==> src/rtl/sign_extn_pipe_if.sv <==
// Handshake bundle for sign_extn_pipe: upstream beat, downstream result and buffer state.
// The master side feeds beats and accepts results; the slave side is the extension unit.
interface sign_extn_pipe_if #(
    parameter int IN_W  = 16,
    parameter int OUT_W = 32
);
    localparam int WS_W = $clog2(IN_W + 1);

    // A beat moves on any rising edge where valid and ready are both high.
    // Valid never waits on ready; in_ready is a registered signal.
    logic              in_valid;
    logic              in_ready;
    logic [IN_W-1:0]   in_data;
    logic [WS_W-1:0]   in_width;
    logic              in_signed;
    logic              out_valid;
    logic              out_ready;
    logic [OUT_W-1:0]  out_data;
    logic              out_neg;
    logic [1:0]        buf_state;

    modport master (
        output in_valid, in_data, in_width, in_signed, out_ready,
        input  in_ready, out_valid, out_data, out_neg, buf_state
    );

    modport slave (
        input  in_valid, in_data, in_width, in_signed, out_ready,
        output in_ready, out_valid, out_data, out_neg, buf_state
    );
endinterface

==> src/rtl/sign_extn_pipe.sv <==
// Pipelined sign/zero extension of a runtime-selected low field, with a 2-entry skid buffer.
// Optional accepted-beat extension counter is built when SIGN_EXTN_CNT_EN is defined.
module sign_extn_pipe #(
    parameter int IN_W  = 16,
    parameter int OUT_W = 32
) (
    input  logic              clk,
    input  logic              rst_n,
    sign_extn_pipe_if.slave   bus,
    output logic [15:0]       ext_count
);
    localparam int WS_W = $clog2(IN_W + 1);

    if (IN_W < 2) begin : g_bad_in_w
        $fatal(1, "sign_extn_pipe: IN_W must be at least 2");
    end
    if (OUT_W < IN_W) begin : g_bad_out_w
        $fatal(1, "sign_extn_pipe: OUT_W must be >= IN_W");
    end

    typedef enum logic [1:0] {
        EMPTY = 2'd0,
        ONE   = 2'd1,
        FULL  = 2'd2
    } buf_state_t;

    buf_state_t        state;
    buf_state_t        next_state;
    logic              in_ready_q;
    logic [OUT_W-1:0]  main_q;
    logic [OUT_W-1:0]  skid_q;

    logic              accept;
    logic              xfer;
    logic              load_main_in;
    logic              load_main_skid;
    logic              load_skid;

    int                eff_w;
    logic              src_sign;
    logic              fill;
    logic [OUT_W-1:0]  ext_word;

    // Field widths of zero or beyond the word fall back to the full input word.
    always_comb begin : p_extend
        eff_w = IN_W;
        if (bus.in_width != '0 && bus.in_width <= WS_W'(IN_W)) begin
            eff_w = int'(bus.in_width);
        end
        src_sign = 1'b0;
        for (int i = 0; i < IN_W; i++) begin
            if (i == eff_w - 1) begin
                src_sign = bus.in_data[i];
            end
        end
        fill     = bus.in_signed & src_sign;
        ext_word = {OUT_W{fill}};
        for (int i = 0; i < IN_W; i++) begin
            if (i < eff_w) begin
                ext_word[i] = bus.in_data[i];
            end
        end
    end

    assign accept = bus.in_valid & in_ready_q;
    assign xfer   = bus.out_valid & bus.out_ready;

    always_ff @(posedge clk) begin : p_state_reg
        if (!rst_n) begin
            state      <= EMPTY;
            in_ready_q <= 1'b0;
        end else begin
            state      <= next_state;
            in_ready_q <= (next_state != FULL);
        end
    end

    always_comb begin : p_next_state
        next_state = state;
        case (state)
            EMPTY: begin
                if (accept) next_state = ONE;
            end
            ONE: begin
                if (accept && !xfer)      next_state = FULL;
                else if (!accept && xfer) next_state = EMPTY;
            end
            FULL: begin
                if (xfer) next_state = ONE;
            end
            default: next_state = EMPTY;
        endcase
    end

    always_comb begin : p_outputs
        load_main_in   = 1'b0;
        load_main_skid = 1'b0;
        load_skid      = 1'b0;
        case (state)
            EMPTY: begin
                load_main_in = accept;
            end
            ONE: begin
                load_main_in = accept & xfer;
                load_skid    = accept & ~xfer;
            end
            FULL: begin
                load_main_skid = xfer;
            end
            default: begin
                load_main_in = 1'b0;
            end
        endcase
    end

    // main_q only changes on a transfer or when empty, so a stalled result holds.
    always_ff @(posedge clk) begin : p_data_reg
        if (!rst_n) begin
            main_q <= '0;
            skid_q <= '0;
        end else begin
            if (load_main_in) begin
                main_q <= ext_word;
            end else if (load_main_skid) begin
                main_q <= skid_q;
            end
            if (load_skid) begin
                skid_q <= ext_word;
            end
        end
    end

    assign bus.in_ready  = in_ready_q;
    assign bus.out_valid = (state != EMPTY);
    assign bus.out_data  = main_q;
    assign bus.out_neg   = main_q[OUT_W-1];
    assign bus.buf_state = state;

`ifdef SIGN_EXTN_CNT_EN
    logic [15:0] cnt_q;
    logic        cnt_hit;

    assign cnt_hit = accept & bus.in_signed & src_sign & (eff_w < OUT_W);

    always_ff @(posedge clk) begin : p_ext_count
        if (!rst_n) begin
            cnt_q <= '0;
        end else if (cnt_hit) begin
            cnt_q <= cnt_q + 16'd1;
        end
    end

    assign ext_count = cnt_q;
`else
    assign ext_count = '0;
`endif
endmodule

==> src/flat_wrapper.sv <==
// flat-port wrapper written by rule: the top's interface ports become plain ports
module sign_extn_pipe_flat 
#(
    parameter int IN_W  = 16,
    parameter int OUT_W = 32
)
  (clk, rst_n, ext_count, bus_in_valid, bus_in_data, bus_in_width, bus_in_signed, bus_out_ready, bus_in_ready, bus_out_valid, bus_out_data, bus_out_neg, bus_buf_state);
  sign_extn_pipe_if #(.IN_W(IN_W), .OUT_W(OUT_W)) bus_i ();
  input  logic clk;
  input  logic rst_n;
  output logic [15:0] ext_count;
  input wire logic [$bits(bus_i.in_valid)-1:0] bus_in_valid;
  input wire logic [$bits(bus_i.in_data)-1:0] bus_in_data;
  input wire logic [$bits(bus_i.in_width)-1:0] bus_in_width;
  input wire logic [$bits(bus_i.in_signed)-1:0] bus_in_signed;
  input wire logic [$bits(bus_i.out_ready)-1:0] bus_out_ready;
  output wire logic [$bits(bus_i.in_ready)-1:0] bus_in_ready;
  output wire logic [$bits(bus_i.out_valid)-1:0] bus_out_valid;
  output wire logic [$bits(bus_i.out_data)-1:0] bus_out_data;
  output wire logic [$bits(bus_i.out_neg)-1:0] bus_out_neg;
  output wire logic [$bits(bus_i.buf_state)-1:0] bus_buf_state;
  assign bus_i.in_valid = bus_in_valid;
  assign bus_i.in_data = bus_in_data;
  assign bus_i.in_width = bus_in_width;
  assign bus_i.in_signed = bus_in_signed;
  assign bus_i.out_ready = bus_out_ready;
  assign bus_in_ready = bus_i.in_ready;
  assign bus_out_valid = bus_i.out_valid;
  assign bus_out_data = bus_i.out_data;
  assign bus_out_neg = bus_i.out_neg;
  assign bus_buf_state = bus_i.buf_state;
  sign_extn_pipe #(.IN_W(IN_W), .OUT_W(OUT_W)) u_core (.clk(clk), .rst_n(rst_n), .bus(bus_i), .ext_count(ext_count));
endmodule
==> config.mk <==
export PLATFORM = sky130hd
export DESIGN_NAME = sign_extn_pipe_flat
export DESIGN_NICKNAME = d
export VERILOG_FILES = /design/src/rtl/sign_extn_pipe_if.sv /design/src/rtl/sign_extn_pipe.sv /design/src/flat_wrapper.sv
export SDC_FILE = /design/constraint.sdc
export NUM_CORES = 1
export LEC_CHECK = 0
export CORE_AREA = 2 2 82 84
export DETAILED_ROUTE_END_ITERATION = 8
export DIE_AREA = 0 0 84 86
export PLACE_DENSITY = 0.75
export SLEW_MARGIN = 20
export SYNTH_ARGS = -nofsm -noshare
export SYNTH_HDL_FRONTEND = slang
export SYNTH_SLANG_ARGS = --single-unit
export TNS_END_PERCENT = 20
==> constraint.sdc <==
create_clock -name clk -period 2.7 [get_ports clk]
set_input_delay 0.54 -clock clk [delete_from_list [all_inputs] [get_ports clk]]
set_output_delay 0.54 -clock clk [all_outputs]
set_load 0.05 [all_outputs]
==> results by stage <==
Status:
- The flow ran to the end, but the final reports show violations.
- The final reports fail on setup timing.

Flow run:
- The count of maximum capacitance violations is 0.

Drt:
- The iteration-0 DRC count of the detailed router is 180.
- The DRC violation count after routing is 0.
- In the final routing, the length of wire on met1 measures approximately 3.6 mm.
- The uppermost layer routed is met4.
- The wire length on met2 is approximately 3.8 mm.
- The post-detailed-route via-to-cell ratio is ~5.5.
- The met3 wirelength from detailed routing is 483 µm.
- After detailed routing, the average wire length per cell comes to around 16 µm.
- In this run the remaining antenna-violating nets after routing total 0.
- The total length of routed wires is between 8 and 9 mm.
- The detailed router placed roughly 2800 vias in this run.
- The number of optimization iterations in the first detailed-route pass is 4.

GRT:
- The number of antenna violations at the first check in global routing is 0.
- The via count of the first global-routing pass is around 2600.
- The total global-route track usage is 0.215.
- The total overflow left after global routing is 0.
- The first global-routing pass estimated ~13 mm of wire.
- Entering global routing, the biggest net connects 23 pins.

STA:
- The largest clock skew in the final design is 0.00677 ns.
- The setup slack of the critical path after layout is -0.0217 ns.
- At the pin with the least slew margin, the transition time is a little over 0.5 ns.
- The post-route clock period utilization is 1.01.
- Counting I/O delays and the setup requirement, the final critical path takes ~2.7 ns.
- Setup violations remaining at the end of the flow were counted as 5.
- For this run, the top clock speed supported by timing is ~370 MHz.
- For the final routed database, the setup TNS stands at -0.0439 ns.
- The number of pins with negative max-slew slack in the final report is 0.
- The headroom to the max-slew limit is 0.661.
- Setup repair after global routing could not meet its margin everywhere.
- The count of endpoints failing hold in the final timing report was 0.

Hold path:
- The min-delay analysis places its worst path in the category reg -> reg.
- In this run the most critical hold path is launched from u_core.skid_q[16].
- The worst hold path depth is 2.
- The capture endpoint of the worst hold path is u_core.skid_q[16].

Clock tree:
- In this run the clock root is driven by a sky130_fd_sc_hd__clkbuf_8.
- TritonCTS built the clock tree.
- The quantity of hold-fixing buffers added after cts is 0.
- The number of CTS-inserted buffers is 5.
- The clock latency on the worst-skew pair is 0.30 ns.
- The number of H-tree branching levels is 2.
- Clock-pin slew was measured on the worst setup and hold paths at about 0.08 ns.
- The clock sink total is 37.
- The clock passes through at most 2 buffers.

Yosys:
- After synthesis the cells add up to ~2700 µm².
- Counting flops and latches in the post-synthesis netlist gives 37.
- Counting distinct cell types in the post-synthesis netlist gives 58.
- The post-synthesis average cell area is 7.39 µm².
- The sequential cell area fraction in the yosys report is 0.278.
- In the synthesized netlist, the number of instances is 360.
- During synthesis, Yosys emitted a total of 0 warnings.

Worst setup path:
- The worst reg2reg path endpoint is u_core.bus.out_data[6].
- The slack of the worst reg-to-reg path is 0.91 ns.
- The nature of the critical path endpoint is a flop.
- The number of cells on the worst reg-to-reg path is 8.
- In this run the worst path has a maximum fanout of 9.
- The startpoint identified for the worst register-to-register timing path is u_core.bus.buf_state[0].
- The data arrival at the endpoint of the critical path is between 2 and 3 ns.
- At the worst endpoint, the required time is approximately 2.9 ns.
- The startpoint type of the worst setup path is a primary input.
- The critical path in this run is classified as in -> reg.

Pwr:
- The ratio of total power to cell area is roughly 450 nW/µm².
- The total design power is approximately 1.7 mW.
- VDD sags by at most about 0.21 mV.
- The analysis attributes to cell leakage a power of 1.47 nW.

Place:
- Port buffering added between 60 and 70 buffers.
- The last weighted congestion value of the routability-driven placer is a little under 1.
- The pre-CTS worst setup slack is -0.626 ns.
- The post-placement cell count is 509.
- The detailed-placement wirelength estimate is about 5.7 mm.

Die:
- The floorplan has 29 rows.
- The floorplan step defined a core boundary enclosing around 6300 µm².
- The starting density of the core is 0.424.
- The die is ~84 µm wide.
- The number of top-level design ports is between 70 and 80.
- The die height is around 86 µm.
- The die outline area is 7220 µm².

Cells and area:
- The layout overhead on the synthesized area is 40.4%.
- Once layout is complete, the cells apart from fillers number 521.
- Counting the fill cells in the layout gives approximately 580.
- The number of antenna diodes in the final layout is 0.
- In the final layout, the share of cells above drive strength 1 is 0.216.
- The number of nets in the layout is between 400 and 500.
## routing by layer
layer | global-route usage | up-vias
met3 | 0.0346 | 14
li1 | - | 1390
met5 | 0 | -
met1 | 0.275 | 1334
met2 | 0.372 | 110
met4 | 0.0689 | 0
## placed cells by master, fill, tap and decap left out, types with 7 or more instances in the layout
cell type	n
sky130_fd_sc_hd__nand2_1	63
sky130_fd_sc_hd__nor2_1	28
sky130_fd_sc_hd__buf_4	52
sky130_fd_sc_hd__o31ai_1	9
sky130_fd_sc_hd__nand3_1	14
sky130_fd_sc_hd__nor2b_1	7
sky130_fd_sc_hd__a21oi_1	21
sky130_fd_sc_hd__inv_1	7
sky130_fd_sc_hd__clkdlybuf4s50_1	59
sky130_fd_sc_hd__a31oi_1	10
sky130_fd_sc_hd__dfxtp_1	37
sky130_fd_sc_hd__conb_1	16
sky130_fd_sc_hd__o21ai_0	23
## power by group
part	switching, mW	leakage, nW	total, mW	internal [mW]
registers	0.0131	0.301	0.581	0.567
logic	0.365	1.11	0.592	0.227
clock network	0.218	0.0574	0.518	0.301
total	0.596	1.47	1.69	1.09
## stage by stage
stage / utilization / instance area, µm² / hold slack, ns
4_1_cts: 0.588 / 3690 / 0.459
2_1_floorplan: - / 2760 / 0.437
3_3_place_gp: 0.560 / 3520 / 0.444
5_1_grt: 0.595 / 3730 / 0.493
6_report: 0.595 / 3730 / 0.462
3_5_place_dp: 0.560 / 3520 / 0.448
## kinds of logic (layout without fill, tap and decap cells)
logic type / Yosys count / after routing / share of synthesized area
other: 1 / 16 / 0.00141
xor gates and xnor gates: 1 / 1 / 0.00329
muxes: 4 / 4 / 0.0151
DFF: 37 / 37 / 0.278
and+or+nand+nor: 153 / 154 / 0.288
buffers and inverters: 63 / 131 / 0.145
AOI/OAI and AO/OA: 100 / 100 / 0.264
adders and majority gates: 1 / 1 / 0.00470
## synth_stat cells, drive strengths merged
cell | instances | area share
nor2b | 8 | 0.022
and2 | 3 | 0.0071
o22ai | 4 | 0.0094
or2 | 2 | 0.0047
and3 | 2 | 0.0047
clkbuf | 16 | 0.023
a2bb2o | 1 | 0.0075
o221a | 1 | 0.0042
o2bb2ai | 1 | 0.0033
o311ai | 1 | 0.0033
o21bai | 1 | 0.0028
nand4 | 1 | 0.0024
o41ai | 1 | 0.0033
nand3 | 16 | 0.037
a2111oi | 1 | 0.0056
nand2b | 6 | 0.017
a311o | 4 | 0.015
nor3 | 11 | 0.023
dfxtp | 37 | 0.28
nor4 | 2 | 0.0071
a2bb2oi | 1 | 0.0033
mux2i | 4 | 0.015
o31a | 1 | 0.0033
a31oi | 11 | 0.032
a21oi | 22 | 0.043
nand3b | 1 | 0.0028
inv | 7 | 0.0099
ha | 1 | 0.0047
nor2 | 29 | 0.041
nand2 | 63 | 0.089
or4 | 2 | 0.0056
a211oi | 3 | 0.0085
or3 | 3 | 0.0071
o21ai | 26 | 0.050
a22oi | 2 | 0.0056
conb | 1 | 0.0014
nand4b | 1 | 0.0089
o311a | 1 | 0.0038
o211ai | 3 | 0.0085
buf | 40 | 0.11
xor2 | 1 | 0.0033
o31ai | 15 | 0.052
nor3b | 3 | 0.010
## state kept, by name (all words and copies together), names as in the netlist
register and count:
u_core.skid_q 17, u_core.bus.in_ready 1, u_core.bus.out_data 17, u_core.bus.buf_state 2
## worst max-delay path: stages
cell and delay [ns]:
sky130_fd_sc_hd__dlygate4sd2_1 0.27, sky130_fd_sc_hd__nor3_4 0.26, sky130_fd_sc_hd__nand2b_4 0.08, sky130_fd_sc_hd__ha_4 0.24, sky130_fd_sc_hd__buf_4 0.17, sky130_fd_sc_hd__nand4b_4 0.19
sky130_fd_sc_hd__o21ai_0 0.27, sky130_fd_sc_hd__o2bb2ai_1 0.16, sky130_fd_sc_hd__o31a_1 0.19, sky130_fd_sc_hd__o21ai_4 0.11, sky130_fd_sc_hd__nand3_4 0.19, sky130_fd_sc_hd__o31ai_2 0.26
## cell type report
class,count,area (µm²),share of cell area
clock buffers,6,82.6,0.0221
clock inverters,2,37.5,0.0101
inverters,7,26.3,0.00704
multi-input cells,276,1710,0.459
flip-flops and latches,37,741,0.198
well taps,77,96.3,0.0258
repair buffers,116,1040,0.278
## worst max-delay path by stage
stage,startpoint,endpoint,cells past startpoint
floorplan,bus_in_width[3],u_core.bus.out_data[11],12
global placement,bus_in_width[2],u_core.bus.out_data[14],11
detailed placement,bus_in_width[2],u_core.bus.out_data[14],11
CTS,bus_in_width[0],u_core.bus.out_data[1],10
global route,bus_in_width[1],u_core.skid_q[9],12
finish,bus_in_width[1],u_core.skid_q[8],12
## repair_timing
action | CTS | global route
pin swaps | 4 | 3
buffers inserted | 3 | 0
gates resized for setup | 9 | 6
gates cloned | 0 | 1
endpoints found under the setup margin | 32 | 14
endpoints found under the hold margin | 0 | 0
(Power assumes the default switching activity.)
